==> src/rtl/addr_match_arb.sv <==
// Parallel watch-address comparators with a lowest-index-wins priority encoder.
module addr_match_arb #(
  parameter int unsigned PC_W = 32,
  parameter int unsigned N_CH = 2,
  parameter int unsigned CH_W = 1
) (
  input  logic [PC_W-1:0]      i_pc,
  input  logic [N_CH*PC_W-1:0] i_watch_addr,
  input  logic [N_CH-1:0]      i_watch_en,
  output logic                 o_match,
  output logic [CH_W-1:0]      o_idx
);

  logic [N_CH-1:0] w_eq;

  // Per-channel enabled address compare
  always_comb begin
    w_eq = '0;
    for (int unsigned k = 0; k < N_CH; k++) begin
      w_eq[k] = i_watch_en[k] && (i_watch_addr[k*PC_W +: PC_W] == i_pc);
    end
  end

  // Pick the lowest matching channel
  always_comb begin
    o_match = 1'b0;
    o_idx   = '0;
    for (int unsigned k = 0; k < N_CH; k++) begin
      if (w_eq[k] && !o_match) begin
        o_match = 1'b1;
        o_idx   = CH_W'(k);
      end
    end
  end

endmodule

==> config.mk <==
export PLATFORM = sky130hd
export DESIGN_NAME = addr_match_arb
export DESIGN_NICKNAME = d
export VERILOG_FILES = /design/src/rtl/addr_match_arb.sv
export SDC_FILE = /design/constraint.sdc
export NUM_CORES = 1
export LEC_CHECK = 0
export ABC_AREA = 1
export BUFFER_PORTS_ARGS = -buffer_cell sky130_fd_sc_hd__buf_2
export CORE_ASPECT_RATIO = 1.4
export CORE_MARGIN = 2
export CORE_UTILIZATION = 43
export DETAILED_ROUTE_END_ITERATION = 10
export PLACE_DENSITY = 0.89
export SYNTH_ARGS = -nofsm -noshare
export SYNTH_HDL_FRONTEND = slang
export SYNTH_SLANG_ARGS = --single-unit
export TNS_END_PERCENT = 10
==> constraint.sdc <==
create_clock -name vclk -period 2.1
set_input_delay 0.42 -clock vclk [all_inputs]
set_output_delay 0.42 -clock vclk [all_outputs]
set_load 0.005 [all_outputs]
# Word level (Yosys, flattened, before mapping)
# Index checks and enable logic that the tools add are counted.
classes:
  n_eq_ne: 2
  n_mux: 3
  reduce_logical: 4
ops:
  columns: ["op", "n"]
  rows:
  - ["32-bit equality test", 2]
  - ["1-bit logical AND", 3]
  - ["1-bit 2-to-1 mux", 3]
  - ["1-bit zero test", 1]
word_totals:
  regBits: 0
  in_bits: 98
  output_inout_bits: 2

# Depth between registers and ports, before layout
# Gate-level depths: netlist of the first run.
logic_depth:
  depth_word: 6
  mapped_depth: 10
  mapped_depth_nobuf: 10

# Worst setup path after synthesis of the first run
# Ideal clock, no wire load.
synth_timing:
  kind: "input port to output port"
  startpoint: "input i_pc[9]"
  endpoint: "output o_match"
  arrival_time_ns: 1.034
  slack_ns: 0.646
  cell_stages: 9
  path_cell_list: "inv_1 nand2_1 o21ai_0 nor2_1 nand2_1 nor2_1 and2_1 nand3_1 nand2_1"
synth_between:
  elab_chain_len: 6
synth_lines:
  columns: ["element", "line", "source"]
  rows:
  - ["start: declaration", "7", "input logic [PC_W-1:0] i_pc,"]
  - ["32-bit equality test", "20", "w_eq[k] = i_watch_en[k] && (i_watch_addr[k*PC_W +: PC_W] == i_pc);"]
  - ["1-bit logical AND", "20", null]
  - ["1-bit 2-to-1 mux", "29", "if (w_eq[k] && !o_match) begin"]
  - ["1-bit zero test", "29", null]
  - ["1-bit logical AND", "29", null]
  - ["1-bit 2-to-1 mux *", "29", null]
  - ["end: declaration", "10", "output logic o_match,"]
# Mark *: on every way between the ends. The rest lies on a longest branch, timed or not.

# Final worst setup path of the first run
layout_timing:
  startpoint: "input i_pc[0]"
  endpoint: "output o_match"
# Same word-level chain as after synthesis.

==> results of run 1 <==
==> routing by layer <==
layer  wire, um  share of wire, %  track usage [%]
met5          0                 0                0
met4         19              0.58            1.042
met3        206               6.2            1.130
met2       1861                56            43.49
met1       1211                37            21.85
==> through the flow <==
step | hold WS, ns | utilization [%] | instances | total power [mW]
finish | 1.340 | 68.58 | 388 | 0.2807
global route | 1.413 | 68.58 | 388 | 0.3212
CTS | 1.341 | 68.58 | 388 | 0.2838
detailed placement | 1.339 | 68.58 | 388 | 0.2825
global placement | 1.334 | 68.58 | 388 | 0.2780
floorplan | 1.097 | - | 254 | 0.1437
==> final cells by class <==
type                            instances  area (um2)
Inverter                               65       244.0
Fill cell                             258       759.5
Tap cell                               34       42.54
Timing Repair Buffer                  100       500.5
Multi-Input combinational cell        189       870.8
==> Yosys cell counts <==
| library cell | count |
|---|---|
| nand2_1 | 114 |
| inv_1 | 57 |
| nor2_1 | 30 |
| xnor2_1 | 20 |
| inv_2 | 6 |
| nand3_1 | 5 |
| nand4_1 | 5 |
| o21ai_0 | 4 |
| o22ai_1 | 3 |
| clkinv_1 | 2 |
| a21boi_1 | 1 |
| a21boi_2 | 1 |
| and2_1 | 1 |
| nand3b_1 | 1 |
| nor2_2 | 1 |
| o211ai_1 | 1 |
| o21ai_1 | 1 |
| o221ai_1 | 1 |
==> final timing paths <==
| check | start | endpoint | slack [ns] |
|---|---|---|---|
| max | i_pc[0] | o_match | 0.34 |
| min | i_watch_addr[29] | o_match | 1.34 |
==> cell families after synthesis <==
| kind of cell | Yosys count | synth area share [%] |
|---|---|---|
| AOI/OAI and AO/OA | 12 | 7.071 |
| xor gates and xnor gates | 20 | 15.71 |
| buffers and inverters | 65 | 21.89 |
| and+or+nand+nor | 157 | 55.33 |
==> worst max-delay path, cell delays in order <==
cell and delay, ns:
buf_2 0.11, inv_2 0.04, a21boi_1 0.17, nand2_1 0.07
nor2_1 0.13, nand2_1 0.06, nor2_1 0.08, nand3_1 0.08
nand2_1 0.06, buf_2 0.10
==> where the power goes <==
part / internal [mW] / switching, mW / total (mW)
sequential: 0 / 0 / 0
clock: 0 / 0 / 0
combinational: 0.143 / 0.138 / 0.281
total: 0.143 / 0.138 / 0.281
==> flow_summary.toml, run 1 <==
[synthesis]
synth_seq_area_share_pct = 0
syn_inst = 254
ys_top_cells_by_area = "nand2_1, inv_1, xnor2_1, nor2_1, nand4_1"
synth_top_area_cell = "nand2_1"
synth_area_um2 = 1115
yosysWarnings = 0
ys_types = 18
synth_nets = 352
synth_area_per_cell_um2 = 4.389
synth_top_cell_area_share_pct = 38.38

[die]
rows = 21
core_area_um2 = 2417
pin_count = 100
die_area_um2 = 3022
initial_utilization_pct = 46.12
dieWidth_um = 47.04
fp.dieH_um = 64.25

[pwr]
vdd_drop_max_uv = 82.63
p_leak_nw = 1.143
p_per_area_nw_per_um2 = 169.3

[cells_and_area]
final_cell_mix = "nand2_1, buf_2, inv_1"
final_nets = 454
layout_commonest_cell = "nand2_1"
clkbuf_count = 0
seq_area_um2 = 0
syn_to_final_growth_pct = 48.71
seq_cells = 0
layout-drive-gt1-share_pct = 30.51
fin_area_um2 = 1658
antenna_cells = 0

[global_routing]
grt_max_degree = 5
grt_pass1_wl_um = 4919
grt_overflow_total = 0
antenna_found_initial = 0
first_global_vias = 1390
grt_usage_pct = 20.95

[setup_path]
cp_max_fo = 3
required_ns = 1.68
critPathCaptureType = "output pin"
critical_path_class = "input port to output pin"
cp-start-kind = "input port"
arrival_ns = 1.34

[timing]
finalSetupViolCount = 0
min_period_ns = 1.759
finalCritPeriodShare_pct = 83.78
worstMarginPinSlew_ns = 0.1868
slew_viol_final = 0
max_freq_mhz = 568.4
hold_viol = 0
setup_ws_ns = 0.3406
relSlewSlack_pct = 87.52
rsz0062_at_grt = "no"
finalSetupTns_ns = 0

[min_path]
whs_path_depth = 7
holdCritPathClass = "input port to output pin"

[placement]
hpwl_um = 3137
place.gp.congestion = 0.8577
post-place-ws_ns = 0.3295
post_dp_cell_area_um2 = 1658
port_buffers = 100

[route]
viasPerCell = 4.271
drt_iter0_drc = 28
ant_nets = 0
wl_per_cell_um = 8.503
drt-total-wl_um = 3299
dr_total_vias = 1657
dr.pass1.iters = 4
drc = 0

[status]
outcome = "finished clean"

[job]
drv_cap = 0

[cts]
hold_buffers = 0
cts_setup_buffers = 0
cts_resized = 0
(Power assumes the default switching activity.)
==> run 2: changes to the inputs <==
--- a/config.mk
+++ b/config.mk
@@ -5,13 +5,13 @@
 export SDC_FILE = /design/constraint.sdc
 export NUM_CORES = 1
 export LEC_CHECK = 0
-export ABC_AREA = 1
+export ABC_AREA = 0
 export BUFFER_PORTS_ARGS = -buffer_cell sky130_fd_sc_hd__buf_2
 export CORE_ASPECT_RATIO = 1.4
 export CORE_MARGIN = 2
-export CORE_UTILIZATION = 43
+export CORE_UTILIZATION = 29
 export DETAILED_ROUTE_END_ITERATION = 10
-export PLACE_DENSITY = 0.89
+export PLACE_DENSITY = 0.78
 export SYNTH_ARGS = -nofsm -noshare
 export SYNTH_HDL_FRONTEND = slang
 export SYNTH_SLANG_ARGS = --single-unit
==> constraint.sdc (replaced) <==
create_clock -name vclk -period 1.4
set_input_delay 0.28 -clock vclk [all_inputs]
set_output_delay 0.28 -clock vclk [all_outputs]
set_load 0.005 [all_outputs]
==> run 2 against run 1 <==
Effect of this change: the run now ends with setup timing left; die area is 3.1% lower; clock-buffer cell count did not move; flip-flop and latch count stayed put; non-clock buffer count increased by 18; critical path type unchanged; critical endpoint unchanged; largest cell class unchanged; largest power group unchanged; highest routed layer unchanged.
==> flow_summary.toml, run 2 <==
[timing]
slew_viol_final = 0
setup_ws_ns = -0.4009
max_freq_mhz = 555.3
finalSetupViolCount = 2
relSlewSlack_pct = 77.69
hold_viol = 0
finalCritPeriodShare_pct = 128.6
rsz0062_at_grt = "yes"
worstMarginPinSlew_ns = 0.3317
min_period_ns = 1.801

[cells_and_area]
final_cell_mix = "buf_2, xnor2_1, xor2_1"
seq_cells = 0
stdcell_count = 242
layout-drive-gt1-share_pct = 58.17
fillCellCount = 233
syn_to_final_growth_pct = 95.87
clkbuf_count = 0
fin_util_pct = 59.55
layout_commonest_cell = "buf_2"
antenna_cells = 0
seq_area_um2 = 0
final_nets = 308

[global_routing]
antenna_found_initial = 0
use_met1_pct = 13.45
grt.busiest_layer = "met2"
grt_overflow_total = 0
grt_pass1_wl_um = 3719
grt_usage_pct = 16.17
met2_usage_pct = 36.11
grt_max_degree = 3
first_global_vias = 1044
use_met3_pct = 1.719

[route]
dr_total_vias = 1066
ant_nets = 0
drt-total-wl_um = 2586
viasPerCell = 4.405
drc = 0
drt_iter0_drc = 3
dr.pass1.iters = 2
wl_per_cell_um = 10.69

[setup_path]
cpPeakStageDelay_ns = 0.33
critical_path_class = "input port to output pin"
crit_slowest_cell = "nor4_2"
critPathTopFamily = "simple AND/OR/NAND/NOR gates"
cp_max_fo = 2
crit_buf_inv = 2
critPathCaptureType = "output pin"
arrival_ns = 1.52
cp-start-kind = "input port"
crit_chain = "buf_2 -> xor2_1 -> nor4_2 -> nand3_1 -> nor4_2 -> a31o_1 -> buf_2"
required_ns = 1.12

[die]
initial_utilization_pct = 30.40
rows = 21
fp.dieH_um = 63.24
pin_count = 100
core_area_um2 = 2391
die_area_um2 = 2929
dieWidth_um = 46.32

[job]
drv_cap = 0

[synthesis]
yosysWarnings = 0
yosys.area_share.simple_pct = 21.69
ys_types = 12
synth-xor-area-share_pct = 77.11
synth_area_per_cell_um2 = 8.077
synth_seq_area_share_pct = 0
synth_mux_area_share_pct = 0
synth_top_family_by_area = "XOR/XNOR gates"
synthAdderAreaFrac_pct = 0
ys_top_cells_by_area = "xnor2_1, xor2_1, nor4_1, nand4_1, nand3_1"
synthTopCellsByCount = "xnor2_1, xor2_1, nor4_1"
syn_inst = 90
yosysMostFrequentCell = "xnor2_1"
synth_compound_area_share_pct = 1.205
synth_top_area_cell = "xnor2_1"
synth_nets = 188
synth_top_cell_area_share_pct = 39.76
synth_area_um2 = 726.9

[cts]
hold_buffers = 0
cts_setup_buffers = 0

[placement]
port_buffers = 100
hpwl_um = 2441
place.gp.congestion = 0.7013
place_inst = 242

[pwr]
swShare_pct = 39.84
p_leak_nw = 0.7171
power.internal_mw = 0.2388
p_per_area_nw_per_um2 = 278.7
seq_power_share_pct = 0
p_switching_mw = 0.1581
p_comb_share_pct = 100.0
vdd_drop_max_uv = 142.3
power.share.clock_pct = 0

[status]
outcome = "finished with violations"
violations = "setup timing"

[min_path]
holdCritPathClass = "input port to output pin"
run 2: final timing paths:
path	from	to	slack, ns	depth (start not counted)
hold / removal	i_watch_en[0]	o_idx	0.95	5
setup / recovery	i_pc[16]	o_match	-0.40	7
run 2: power by group through the flow:
stage | clock [mW] | combinational [mW] | sequential, mW
after floorplan | 0 | 0.158 | 0
after global placement | 0 | 0.387 | 0
after detailed placement | 0 | 0.393 | 0
after CTS | 0 | 0.398 | 0
after global routing | 0 | 0.434 | 0
final | 0 | 0.397 | 0
run 2: area by class of cell:
type | instances | area, um2 | share of cell area [%]
multi-input combinational | 90 | 733.2 | 51.49
timing repair buffer | 118 | 648.1 | 45.52
tap | 34 | 42.54 | 2.988
run 2: what timing repair did:
item / 4_1_cts / 5_1_grt
resized for setup: 1 / 2
pin swaps: 1 / 2
endpoints found under the setup margin: 2 / 2
run 2: logic make-up (layout without fill, tap and decap cells):
logic type	after synthesis	after routing
compound gates	1	1
xor+xnor	64	64
buf+inv	0	118
simple gates	25	25
run 2: layer usage:
metal	vias to the layer above	share of wire, %
met5	-	0
met4	0	1.0
met3	2	7.5
met2	51	60
met1	464	31
li1	549	-
run 2: per-stage QoR:
stage | hold slack [ns] | setup TNS (ns) | instance area [um2] | power (mW) | setup slack (ns)
after floorplan | 0.7558 | -0.1441 | 726.9 | 0.1579 | -0.1046
after global placement | 0.9732 | -0.9073 | 1405 | 0.3870 | -0.4780
after detailed placement | 0.9625 | -0.8872 | 1405 | 0.3931 | -0.4678
after CTS | 0.9633 | -0.8142 | 1411 | 0.3984 | -0.4335
after global routing | 0.9887 | -0.9143 | 1424 | 0.4342 | -0.4964
final | 0.9539 | -0.7425 | 1424 | 0.3969 | -0.4009
run 2: tightest hold or removal path, cell delays in order:
cell and delay [ns]:
buf_2 0.09, nand2_1 0.07, nor4_2 0.05, nor2_1 0.07
buf_2 0.11
==> run 3: changes to the inputs <==
--- a/config.mk
+++ b/config.mk
@@ -12,6 +12,8 @@
 export CORE_UTILIZATION = 29
 export DETAILED_ROUTE_END_ITERATION = 10
 export PLACE_DENSITY = 0.78
+export REMOVE_ABC_BUFFERS = 1
+export SLEW_MARGIN = 40
 export SYNTH_ARGS = -nofsm -noshare
 export SYNTH_HDL_FRONTEND = slang
 export SYNTH_SLANG_ARGS = --single-unit
==> run 3 against run 2 <==
Effect of this change: the flow still finishes with violations (setup timing); final cell count rose by 1.7%; highest routed layer is now met3; worst setup slack got worse by 0.036 ns; fmax fell by 2.0%; first-iteration DRC count fell by 33%; routed wire length barely moved; critical path depth did not move; largest cell class unchanged; clock-buffer cell count did not move; global-route usage rose by 1.4 points; combinational power rose by 7.6%; via count fell by 0.47%; hold slack barely moved.
==> flow_summary.toml, run 3 (same netlist as run 2, synthesis figures left out) <==
[status]
outcome = "finished with violations"
violations = "setup timing"

[placement]
post-place-ws_ns = -0.5628
post_dp_cell_area_um2 = 1435
hpwl_um = 2319
place.gp.congestion = 0.6927
port_buffers = 100

[die]
die_area_um2 = 2929
fp.dieH_um = 63.24
core_area_um2 = 2391
dieWidth_um = 46.32
pin_count = 100
rows = 21
initial_utilization_pct = 30.40

[global_routing]
grt_overflow_total = 0
antenna_found_initial = 0
grt_max_degree = 3
first_global_vias = 1042
grt_usage_pct = 17.62
grt_pass1_wl_um = 4002

[cells_and_area]
seq_area_um2 = 0
syn_to_final_growth_pct = 109.8
final_nets = 312
multi_input_area_um2 = 773.2
final_cell_mix = "buf_2, xor2_1, xnor2_1"
layout_commonest_cell = "buf_2"
clkbuf_count = 0
seq_cells = 0
fillCellCount = 221
fin_area_um2 = 1525
layout-drive-gt1-share_pct = 61.79
antenna_cells = 0

[timing]
slew_viol_final = 0
relSlewSlack_pct = 78.75
finalSetupViolCount = 2
max_freq_mhz = 544.3
rsz0062_at_grt = "yes"
worstMarginPinSlew_ns = 0.3159
hold_viol = 0
finalCritPeriodShare_pct = 131.2
min_period_ns = 1.837
setup_ws_ns = -0.4373

[min_path]
whs_path_depth = 5
holdCritPathClass = "input port to output pin"
hp-start = "i_watch_en[0]"
worstHoldEndpoint = "o_idx"

[route]
wl_per_cell_um = 10.52
viasPerCell = 4.313
ant_nets = 0
drc = 0
drt_iter0_drc = 2
drt-total-wl_um = 2587
dr.pass1.iters = 3
dr_total_vias = 1061

[setup_path]
cp-start-kind = "input port"
required_ns = 1.12
arrival_ns = 1.56
cpPeakStageDelay_ns = 0.33
cp_max_fo = 2
critPathCaptureType = "output pin"
crit_chain = "buf_2 -> xor2_1 -> nor4_2 -> nand3_1 -> nor4_2 -> a31o_1 -> buf_2"
crit_slowest_cell = "nor4_2"
critical_path_class = "input port to output pin"

[pwr]
p_leak_nw = 0.7665
vdd_drop_max_uv = 157.2
power_mw = 0.4270
p_per_area_nw_per_um2 = 280.0

[cts]
hold_buffers = 0

[job]
drv_cap = 0
-- run 3: cell count changes in the layout (fill, tap and decap cells not counted) --
cell / delta
buf_2: -5
buf_6: +5
buf_4: +4
xnor2_1: -3
xnor2_2: +3
nor4_1: -2
nor4_2: +2
nor3_1: -1
nor3_2: +1
-- run 3: metal layers --
metal | global-route usage [%] | wire [um] | up-vias
met5 | 0 | 0 | -
met4 | 0 | 0 | 0
met3 | 0.8596 | 204 | 0
met2 | 37.15 | 1525 | 53
met1 | 18.20 | 857 | 450
li1 | - | - | 558
-- run 3: worst max path at each step --
stage                          from  endpoint  slack, ns  cells after the start
floorplan                  i_pc[27]   o_match      -0.13                      5
global placement           i_pc[20]   o_match      -0.55                      7
detailed placement         i_pc[27]   o_match      -0.56                      8
CTS                 i_watch_addr[7]   o_match      -0.43                      7
global route        i_watch_addr[3]   o_match      -0.55                      7
finish              i_watch_addr[3]   o_match      -0.44                      7
-- run 3: layout make-up --
cell class | count | area share (%)
multi-input cells | 90 | 50.70
well taps | 34 | 2.789
repair buffers | 122 | 46.51
-- run 3: critical path, delay by kind of cell --
kind	cells	cell delay (ns)
AND/OR/NAND/NOR	3	0.75
buffers and inverters	2	0.22
XOR/XNOR	1	0.17
AO/OA/AOI/OAI	1	0.14
-- run 3: repair_timing --
| action | in CTS | in global routing |
|---|---|---|
| pin swaps | 12 | 3 |
| setup buffers | 0 | 0 |
| endpoints found under the setup margin | 2 | 2 |
| resized for setup | 12 | 2 |
| endpoints found under the hold margin | 0 | 0 |
-- run 3: stage by stage --
step | util, % | TNS (ns) | hold WS (ns) | instances
4_1_cts | 63.21 | -0.8136 | 0.9654 | 246
5_1_grt | 63.79 | -1.090 | 1.017 | 246
3_3_place_gp | 60.02 | -1.053 | 0.9709 | 246
6_report | 63.79 | -0.8196 | 0.9544 | 246
2_1_floorplan | - | -0.1877 | 0.7556 | 90
3_5_place_dp | 60.02 | -1.076 | 0.9653 | 246
-- run 3: report_power, final --
| part | total (mW) | internal [mW] | leakage (nW) | switching [mW] |
|---|---|---|---|---|
| combinational | 0.427 | 0.261 | 0.766 | 0.166 |
| clock | 0 | 0 | 0 | 0 |
| sequential | 0 | 0 | 0 | 0 |
| total | 0.427 | 0.261 | 0.766 | 0.166 |
